### src/rtl/signed_subtractor_pipe_if.sv
// Stream bundle for signed_subtractor_pipe: operand beat in (a, b) with
// valid/ready, and result beat out (out, ovf) with valid/ready.
// master = producer of operands / consumer of results (testbench, upstream PE)
// slave  = the subtractor pipeline itself
interface signed_subtractor_pipe_if #(
    parameter int IN1_WIDTH = 20,
    parameter int IN2_WIDTH = 32,
    parameter int OUT_WIDTH = 32
);
    logic                 in_valid;
    logic                 in_ready;
    logic [IN1_WIDTH-1:0] a;
    logic [IN2_WIDTH-1:0] b;
    logic                 out_valid;
    logic                 out_ready;
    logic [OUT_WIDTH-1:0] out;
    logic                 ovf;

    modport master (
        output in_valid, a, b, out_ready,
        input  in_ready, out_valid, out, ovf
    );

    modport slave (
        input  in_valid, a, b, out_ready,
        output in_ready, out_valid, out, ovf
    );
endinterface

### src/rtl/signed_subtractor_pipe.sv
// Two-stage pipelined signed subtractor: out = a - b.
//   S1 registers sign-extended operands (W = max(IN1,IN2)+1 bits, so the
//   difference is exact); S2 registers the resized difference and an
//   overflow flag. Valid/ready stream with a global enable that freezes
//   every flop when low.
// Optional feature macro: SIGNED_SUB_SATURATE_EN
//   defined     -> out-of-range differences clamp to the OUT_WIDTH limits
//   not defined -> out-of-range differences wrap (low OUT_WIDTH bits)
//   In both builds ovf=1 marks an out-of-range beat.
module signed_subtractor_pipe #(
    parameter int IN1_WIDTH = 20,
    parameter int IN2_WIDTH = 32,
    parameter int OUT_WIDTH = 32
) (
    input  logic                     clk,
    input  logic                     reset,   // asynchronous, active-low
    input  logic                     enable,
    signed_subtractor_pipe_if.slave  bus
);
    localparam int W = ((IN1_WIDTH > IN2_WIDTH) ? IN1_WIDTH : IN2_WIDTH) + 1;

    // Pipeline state
    logic                 s1_valid_q, s1_valid_d;
    logic [W-1:0]         a_ext_q, a_ext_d;
    logic [W-1:0]         b_ext_q, b_ext_d;
    logic                 out_valid_q, out_valid_d;
    logic [OUT_WIDTH-1:0] out_q, out_d;
    logic                 ovf_q, ovf_d;

    // Handshake and datapath nets
    logic                 s2_adv_s;
    logic                 consume_s;
    logic                 accept_s;
    logic                 in_ready_s;
    logic [W-1:0]         diff_s;
    logic [OUT_WIDTH-1:0] res_s;
    logic                 res_ovf_s;

`ifdef SIGNED_SUB_SATURATE_EN
    // Clamp value for an out-of-range difference, chosen by its sign.
    function automatic logic [OUT_WIDTH-1:0] sat_value(input logic neg);
        logic [OUT_WIDTH-1:0] v;
        if (neg) begin
            v = {1'b1, {(OUT_WIDTH-1){1'b0}}};
        end else begin
            v = {1'b0, {(OUT_WIDTH-1){1'b1}}};
        end
        return v;
    endfunction
`endif

    // Advance/accept/consume decisions; everything is gated by enable, and
    // in_ready is also held low while reset is asserted.
    always_comb begin
        s2_adv_s   = enable & s1_valid_q & (~out_valid_q | bus.out_ready);
        consume_s  = enable & out_valid_q & bus.out_ready;
        in_ready_s = reset & enable & (~s1_valid_q | s2_adv_s);
        accept_s   = bus.in_valid & in_ready_s;
    end

    // Exact W-bit difference of the registered operands.
    assign diff_s = a_ext_q - b_ext_q;

    generate
        if (OUT_WIDTH >= W) begin : g_wide
            // Result always fits: sign-extend, never overflows.
            always_comb begin
                res_s     = OUT_WIDTH'($signed(diff_s));
                res_ovf_s = 1'b0;
            end
        end else begin : g_narrow
            // Bits that must all equal the result sign for d to fit.
            logic [W-OUT_WIDTH:0] top_s;
            assign top_s = diff_s[W-1:OUT_WIDTH-1];

            // Range check, then wrap or clamp the narrowed result.
            always_comb begin
                res_ovf_s = ~((&top_s) | ~(|top_s));
`ifdef SIGNED_SUB_SATURATE_EN
                if (res_ovf_s) begin
                    res_s = sat_value(diff_s[W-1]);
                end else begin
                    res_s = diff_s[OUT_WIDTH-1:0];
                end
`else
                res_s = diff_s[OUT_WIDTH-1:0];
`endif
            end
        end
    endgenerate

    // Next-state for both stages: S1 loads on accept and empties on advance;
    // the output stage loads on advance and empties on a bare consume.
    always_comb begin
        s1_valid_d  = s1_valid_q;
        a_ext_d     = a_ext_q;
        b_ext_d     = b_ext_q;
        out_valid_d = out_valid_q;
        out_d       = out_q;
        ovf_d       = ovf_q;

        if (accept_s) begin
            s1_valid_d = 1'b1;
            a_ext_d    = W'($signed(bus.a));
            b_ext_d    = W'($signed(bus.b));
        end else if (s2_adv_s) begin
            s1_valid_d = 1'b0;
        end else begin
            s1_valid_d = s1_valid_q;
        end

        if (s2_adv_s) begin
            out_valid_d = 1'b1;
            out_d       = res_s;
            ovf_d       = res_ovf_s;
        end else if (consume_s) begin
            out_valid_d = 1'b0;
        end else begin
            out_valid_d = out_valid_q;
        end
    end

    // Pipeline registers; reset discards every in-flight beat at once.
    always_ff @(posedge clk or negedge reset) begin
        if (!reset) begin
            s1_valid_q  <= 1'b0;
            a_ext_q     <= {W{1'b0}};
            b_ext_q     <= {W{1'b0}};
            out_valid_q <= 1'b0;
            out_q       <= {OUT_WIDTH{1'b0}};
            ovf_q       <= 1'b0;
        end else begin
            s1_valid_q  <= s1_valid_d;
            a_ext_q     <= a_ext_d;
            b_ext_q     <= b_ext_d;
            out_valid_q <= out_valid_d;
            out_q       <= out_d;
            ovf_q       <= ovf_d;
        end
    end

    assign bus.in_ready  = in_ready_s;
    assign bus.out_valid = out_valid_q;
    assign bus.out       = out_q;
    assign bus.ovf       = ovf_q;
endmodule

### src/flat_wrapper.sv
// flat-port wrapper written by rule: the top's interface ports become plain ports
module signed_subtractor_pipe_flat 
#(
    parameter int IN1_WIDTH = 20,
    parameter int IN2_WIDTH = 32,
    parameter int OUT_WIDTH = 32
)
  (clk, reset, enable, bus_in_valid, bus_a, bus_b, bus_out_ready, bus_in_ready, bus_out_valid, bus_out, bus_ovf);
  signed_subtractor_pipe_if #(.IN1_WIDTH(IN1_WIDTH), .IN2_WIDTH(IN2_WIDTH), .OUT_WIDTH(OUT_WIDTH)) bus_i ();
  input  logic clk;
  input  logic reset;
  input  logic enable;
  input wire logic [$bits(bus_i.in_valid)-1:0] bus_in_valid;
  input wire logic [$bits(bus_i.a)-1:0] bus_a;
  input wire logic [$bits(bus_i.b)-1:0] bus_b;
  input wire logic [$bits(bus_i.out_ready)-1:0] bus_out_ready;
  output wire logic [$bits(bus_i.in_ready)-1:0] bus_in_ready;
  output wire logic [$bits(bus_i.out_valid)-1:0] bus_out_valid;
  output wire logic [$bits(bus_i.out)-1:0] bus_out;
  output wire logic [$bits(bus_i.ovf)-1:0] bus_ovf;
  assign bus_i.in_valid = bus_in_valid;
  assign bus_i.a = bus_a;
  assign bus_i.b = bus_b;
  assign bus_i.out_ready = bus_out_ready;
  assign bus_in_ready = bus_i.in_ready;
  assign bus_out_valid = bus_i.out_valid;
  assign bus_out = bus_i.out;
  assign bus_ovf = bus_i.ovf;
  signed_subtractor_pipe #(.IN1_WIDTH(IN1_WIDTH), .IN2_WIDTH(IN2_WIDTH), .OUT_WIDTH(OUT_WIDTH)) u_core (.clk(clk), .reset(reset), .enable(enable), .bus(bus_i));
endmodule
### config.mk
export PLATFORM = sky130hd
export DESIGN_NAME = signed_subtractor_pipe_flat
export DESIGN_NICKNAME = d
export VERILOG_FILES = /design/src/rtl/signed_subtractor_pipe_if.sv /design/src/rtl/signed_subtractor_pipe.sv /design/src/flat_wrapper.sv
export SDC_FILE = /design/constraint.sdc
export NUM_CORES = 1
export LEC_CHECK = 0
export ABC_AREA = 1
export ABC_CLOCK_PERIOD_IN_PS = 2800
export BUFFER_PORTS_ARGS = -buffer_cell sky130_fd_sc_hd__buf_2
export CAP_MARGIN = 25
export CORE_AREA = 3 3 111 113
export CTS_CLUSTER_DIAMETER = 30
export DETAILED_ROUTE_END_ITERATION = 16
export DIE_AREA = 0 0 114 116
export PLACE_DENSITY_LB_ADDON = 0.08
export SETUP_SLACK_MARGIN = 0.3
export SLEW_MARGIN = 20
export SYNTH_ARGS = -nofsm -noshare
export SYNTH_HDL_FRONTEND = slang
export SYNTH_SLANG_ARGS = --single-unit
### constraint.sdc
create_clock -name clk -period 2.8 [get_ports clk]
set_clock_uncertainty 0.15 [all_clocks]
set_input_delay 0.42 -clock clk [delete_from_list [all_inputs] [get_ports clk]]
set_output_delay 0.42 -clock clk [all_outputs]
set_load 0.005 [all_outputs]
==> results of run 1 <==
-- flip-flops by register name (all words and copies together) (netlist names) --
name and flops:
u_core.b_ext_q 32, u_core.bus.out_valid 1, u_core.bus.out 32, u_core.s1_valid_q 1
u_core.a_ext_q 20, u_core.bus.ovf 1
-- cells in the mapped netlist (all sizes together) --
cell / instances / area share, %
nand2: 313 / 21
inv: 140 / 9.3
dfrtp: 87 / 38
nor2: 77 / 5.2
a21oi: 56 / 6.3
nand3: 54 / 4.8
ha: 32 / 7.1
o21ai: 18 / 1.6
clkbuf: 12 / 0.79
xnor2: 12 / 1.9
nand3b: 9 / 1.2
buf: 7 / 0.86
nor3: 3 / 0.26
o21bai: 3 / 0.40
xor2: 3 / 0.46
nand4: 2 / 0.22
and3: 1 / 0.11
fa: 1 / 0.35
or2: 1 / 0.11
-- logic make-up (layout without fill, tap and decap cells) --
kind of cell / count (synthesis) / in the layout / synth area share, %
buf+inv: 159 / 254 / 10.93
fa+ha+maj: 33 / 33 / 7.417
simple gates: 460 / 460 / 32.67
xor+xnor: 15 / 15 / 2.318
flops: 87 / 87 / 38.41
compound gates: 77 / 77 / 8.256
-- final timing paths --
path	from	to	slack, ps	cells past startpoint
setup / recovery	u_core.bus.out_valid	bus_in_ready	430	8
hold / removal	reset	u_core.bus.out[1]	-10	2
setup reg to reg	u_core.b_ext_q[0]	u_core.bus.out[26]	490	14
hold reg to reg	u_core.bus.out[27]	u_core.bus.out[27]	330	2
max in group asynchronous	reset	u_core.a_ext_q[19]	1430	3
min in group clk	bus_a[5]	u_core.a_ext_q[5]	160	3
-- power by group through the flow --
stage | combinational (mW) | sequential, mW | clock (mW)
after global placement | 4.77 | 2.14 | 0
final | 4.89 | 2.14 | 1.22
after CTS | 4.86 | 2.14 | 1.26
after global routing | 5.63 | 2.21 | 1.31
after detailed placement | 4.83 | 2.16 | 0
after floorplan | 3.48 | 2.12 | 0
-- per-layer routing --
metal | GRT usage (%) | up-vias | share of wire [%]
met5 | 0 | - | 0
met4 | 7.997 | 0 | 1.6
met3 | 4.125 | 14 | 7.1
met2 | 32.67 | 176 | 40
met1 | 35.22 | 2295 | 52
li1 | - | 2719 | -
-- through the flow --
stage	std cells	hold WS [ps]	setup WS, ps
2_1_floorplan	831	-25.59	796.5
3_3_place_gp	1053	309.0	465.0
3_5_place_dp	1053	311.7	440.0
4_1_cts	1069	4.535	422.6
5_1_grt	1069	27.07	332.6
6_report	1069	-13.98	427.8
-- area by class of cell --
class / instances / area share [%]
Clock buffer: 12 / 3.890
Inverter: 140 / 7.970
Timing Repair Buffer: 98 / 7.932
Clock inverter: 4 / 0.7970
Multi-Input combinational cell: 585 / 43.66
Tap cell: 143 / 2.713
Sequential cell: 87 / 33.04
==> flow_summary.yaml, run 1 <==
routing:
  drtIter0Drc: 448
  ant_nets: 0
  vias: 5204
  drcViolationCount: 0
  avgViaCountPerCell: 4.868
  drtPass1Iterations: 5
  routed_wl_um: 14420
  wire_per_inst_um: 13.49
layout:
  diodes: 0
  final_common_cell: "nand2_1"
  nNetsFinal: 1011
  layout_common_cells: "311 x nand2_1, 139 x inv_1, 90 x buf_2"
  area_growth_pct: 16.34
  finalCoreUtilization_pct: 57.75
  fill_cells: 1120
  seqCellArea_um2: 2178
  layout-drive-gt1-share_pct: 15.01
  finish.instance_area_um2: 6594
  multi_input_area_um2: 2879
timing:
  setup_viol: 0
  final.setup.tns_ps: 0
  relSlewSlack_pct: 55.94
  period_needed_ps: 2372
  report.final.hold_viol_count: 13
  worst_hold_slack_ps: -13.98
  max_clock_freq_mhz: 421.6
  rsz0062_at_grt: "false"
  worstMarginPinSlew_ps: 661.0
  slew_violations: 0
  final.period_utilization_pct: 84.72
yosys:
  netlist_instances: 831
  netlist_area_um2: 5668
  synth_cell_type_count: 26
  ys_seq_elements: 87
  ys_seq_area_share_pct: 38.41
  synth_fp_nets: 921
  postSynthAreaPerCell_um2: 6.821
  ys_warn_count: 0
floorplan:
  die_h_um: 116
  die_w_um: 114
  ios: 92
  core_area_um2: 11420
  dieArea_um2: 13220
  initial_core_util_pct: 49.64
  rows: 39
setup_path:
  path_buf_inv: 3
  crit_slowest_cell: "dfrtp_1"
  critical_path_class: "reg2out"
  cp_max_fo: 20
  crit_family: "simple AND/OR/NAND/NOR gates"
  path_cells: "nand2_1 > nand2_1 > nor2_4 > inv_2 > nand2_1 > and3_1 > buf_4 > buf_2"
  cpPeakStageDelay_ps: 390
  critical_path_arrival_ps: 1800
  startpoint_type: "flop"
  critPathMostFrequentCell: "nand2_1"
  cp-end-kind: "output pin"
  cp.required_ps: 2230
power_and_ir_drop:
  swShare_pct: 46.92
  comb_power_share_pct: 59.3
  power.density_nw_per_um2: 1252
  seq_power_share_pct: 25.9
  p_leak_nw: 3.950
  total_power_mw: 8.253
  clkPwrFrac_pct: 14.8
  p_int_mw: 4.381
  switchingPower_mw: 3.872
  irDropWorstVdd_mv: 0.5498
cts:
  cts.sinks: 87
  clkSlewWorstSetupHoldPaths_ps: 60
  cts.htree.levels: 3
  cts_buffers: 9
  clk_latency_ps: 340
  cts_tree: "done"
  postCtsResizedCells: 0
  root_buffer: "clkbuf_16"
  post_cts_buffers: 0
  holdBufCountCts: 0
  clockBufferDepth: 2
global_route:
  grt_pass1_wl_um: 23990
  grt_start_max_net_pins: 53
  grt_pass1_vias: 4831
  antenna_found_initial: 0
  grt.overflow.total: 0
  grt_usage_pct: 23.05
placed_design:
  port-buffer-count: 91
  place.gp.congestion: 0.9923
  place_area_um2: 6281
  dp_hpwl_um: 11480
status:
  status: "complete, but fails checks"
  violations: "hold timing"
job:
  cap_violations: 0
hold_path:
  hp-class: "in2async"
(Power assumes the default switching activity.)
==> run 2, diff against run 1 <==
--- a/config.mk
+++ b/config.mk
@@ -6,7 +6,7 @@
 export NUM_CORES = 1
 export LEC_CHECK = 0
 export ABC_AREA = 1
-export ABC_CLOCK_PERIOD_IN_PS = 2800
+export ABC_CLOCK_PERIOD_IN_PS = 1940
 export BUFFER_PORTS_ARGS = -buffer_cell sky130_fd_sc_hd__buf_2
 export CAP_MARGIN = 25
 export CORE_AREA = 3 3 111 113
==> constraint.sdc (replaced) <==
create_clock -name clk -period 1.94 [get_ports clk]
set_clock_uncertainty 0.15 [all_clocks]
set_input_delay 0.291 -clock clk [delete_from_list [all_inputs] [get_ports clk]]
set_output_delay 0.291 -clock clk [all_outputs]
set_load 0.005 [all_outputs]
==> run 2 against run 1 <==
Against the previous run: the flow finishes with violations (setup timing); final cell count up 9.4%; non-clock buffer count increased by 99; highest routed layer unchanged; sequential power rose by 53%; register-to-register slack worse by 680 ps; utilization is 24 points higher; combinational power grew to 2.8 times the previous value; critical endpoint is now u_core.bus.out[14]; clock power increased by 43%; final area rose by 42%; first-iteration DRC count rose by 16%.
==> flow_summary.yaml, run 2 (synthesized netlist as in run 1, its figures left out) <==
timing:
  max_clock_freq_mhz: 470.4
  period_needed_ps: 2126
  worstMarginPinSlew_ps: 541.1
  slew_violations: 0
  report.final.hold_viol_count: 0
  layout_setup_ws_ps: -185.9
  final.period_utilization_pct: 109.6
  relSlewSlack_pct: 63.93
  final.setup.tns_ps: -2478
  worst_hold_slack_ps: 27.03
  setup_viol: 20
  rsz0062_at_grt: "true"
placed_design:
  port-buffer-count: 91
  place.gp.congestion: 0.8683
  dp_hpwl_um: 11410
  place_area_um2: 6867
floorplan:
  die_w_um: 114
  rows: 39
  core_area_um2: 11420
  die_h_um: 116
  dieArea_um2: 13220
  ios: 92
  initial_core_util_pct: 49.64
global_route:
  grt_start_max_net_pins: 88
  grt_pass1_vias: 5932
  grt.overflow.total: 0
  antenna_found_initial: 0
  grt_pass1_wl_um: 29840
  grt_usage_pct: 28.93
cts:
  cts.sinks: 87
  clkSlewWorstSetupHoldPaths_ps: 60
  cts.htree.levels: 3
  clk_latency_ps: 350
  clockBufferDepth: 2
  cts_tree: "done"
  cts_buffers: 9
  root_buffer: "clkbuf_16"
routing:
  wire_per_inst_um: 17.35
  vias: 6149
  ant_nets: 0
  avgViaCountPerCell: 5.260
  drcViolationCount: 0
  routed_wl_um: 20290
  drtPass1Iterations: 6
  drtIter0Drc: 521
setup_path:
  critical_path_arrival_ps: 2180
  cpPeakStageDelay_ps: 420
  path_cells: "ha_4 > fa_2 > inv_2 > nand2_2 > nand2_4 > nand3_4 > nand2_4 > nand3_4 > nand2_4 > buf_6 > xnor2_2 > o21ai_1"
  cp-end-kind: "flop"
  cp_max_fo: 3
  critical_path_class: "reg2reg"
  startpoint_type: "flop"
  path_buf_inv: 2
  critPathMostFrequentCell: "nand2_4"
  crit_family: "adder cells"
  cp.required_ps: 1990
  crit_slowest_cell: "dfrtp_1"
status:
  violations: "setup timing"
  status: "complete, but fails checks"
power_and_ir_drop:
  power.density_nw_per_um2: 1986
  p_leak_nw: 4.853
  irDropWorstVdd_mv: 1.139
layout:
  area_growth_pct: 64.97
  nNetsFinal: 1111
  diodes: 0
  layout-drive-gt1-share_pct: 51.46
  final_common_cell: "nand2_1"
  finish.instance_area_um2: 9350
  fill_cells: 708
  layout_common_cells: "202 x nand2_1, 113 x inv_1, 89 x buf_2"
hold_path:
  hp-class: "in2reg"
job:
  cap_violations: 0
==> run 2: cell types whose count changed in the layout (fill, tap and decap cells not counted), sizes merged <==
cell,previous run,this run
clkinvlp,0,1
inv,141,142
clkinv,2,3
nand2,313,314
dlygate4sd3,0,1
buf,98,193
==> run 2: tightest hold or removal path, delay by kind of cell <==
kind / cells / cell delay, ps
buffers and inverters: 1 / 80
and+or+nand+nor: 2 / 120
==> run 2: metal layers <==
layer | vias up | track usage (%) | share of wire, %
met5 | - | 0 | 0
met4 | 0 | 9.422 | 2.4
met3 | 53 | 3.446 | 5.8
met2 | 227 | 46.06 | 49
met1 | 2919 | 41.32 | 43
li1 | 2950 | - | -
==> run 2: final cells by class <==
cell class | count | area [µm²] | share of cell area, %
multi-input combinational | 586 | 4528 | 48.43
clock buffer | 9 | 225.2 | 2.409
tap | 143 | 178.9 | 1.914
clock inverter | 7 | 70.07 | 0.7494
sequential | 87 | 2182 | 23.34
timing repair buffer | 197 | 1638 | 17.52
inverter | 140 | 528.0 | 5.647
==> run 2: path summary, 6_finish.rpt <==
path,slack [ps],start,depth (start not counted),endpoint
min reg2reg,320,u_core.bus.out[31],2,u_core.bus.out[31]
max reg2reg,-190,u_core.b_ext_q[0],12,u_core.bus.out[14]
min in group asynchronous,440,reset,3,u_core.bus.out[2]
max in group asynchronous,800,reset,3,u_core.a_ext_q[19]
max,-190,u_core.b_ext_q[0],12,u_core.bus.out[14]
min,30,bus_a[14],3,u_core.a_ext_q[14]
==> run 2: through the flow <==
stage | setup slack, ps | power, mW | util, % | instances
6_report | -185.9 | 18.57 | 81.89 | 1169
5_1_grt | -300.7 | 19.73 | 81.89 | 1169
4_1_cts | -138.9 | 16.22 | 75.96 | 1150
3_5_place_dp | -283.2 | 11.70 | 60.14 | 1105
3_3_place_gp | -314.7 | 11.59 | 60.14 | 1105
2_1_floorplan | 9.069 | 8.526 | - | 831
==> run 2: timing repair <==
action | in CTS | in global routing
cloned | 12 | 3
buffers inserted | 16 | 16
pin swaps | 63 | 55
hold endpoints to repair | 87 | 0
endpoints found under the setup margin | 81 | 85
hold buffers | 1 | 0
gates resized for setup | 278 | 122
==> run 2: power breakdown <==
group	internal, mW	leakage [nW]	switching [mW]
combinational	6.19	3.68	7.35
clock	1.00	0.146	0.740
sequential	2.67	1.03	0.610
total	9.86	4.85	8.70
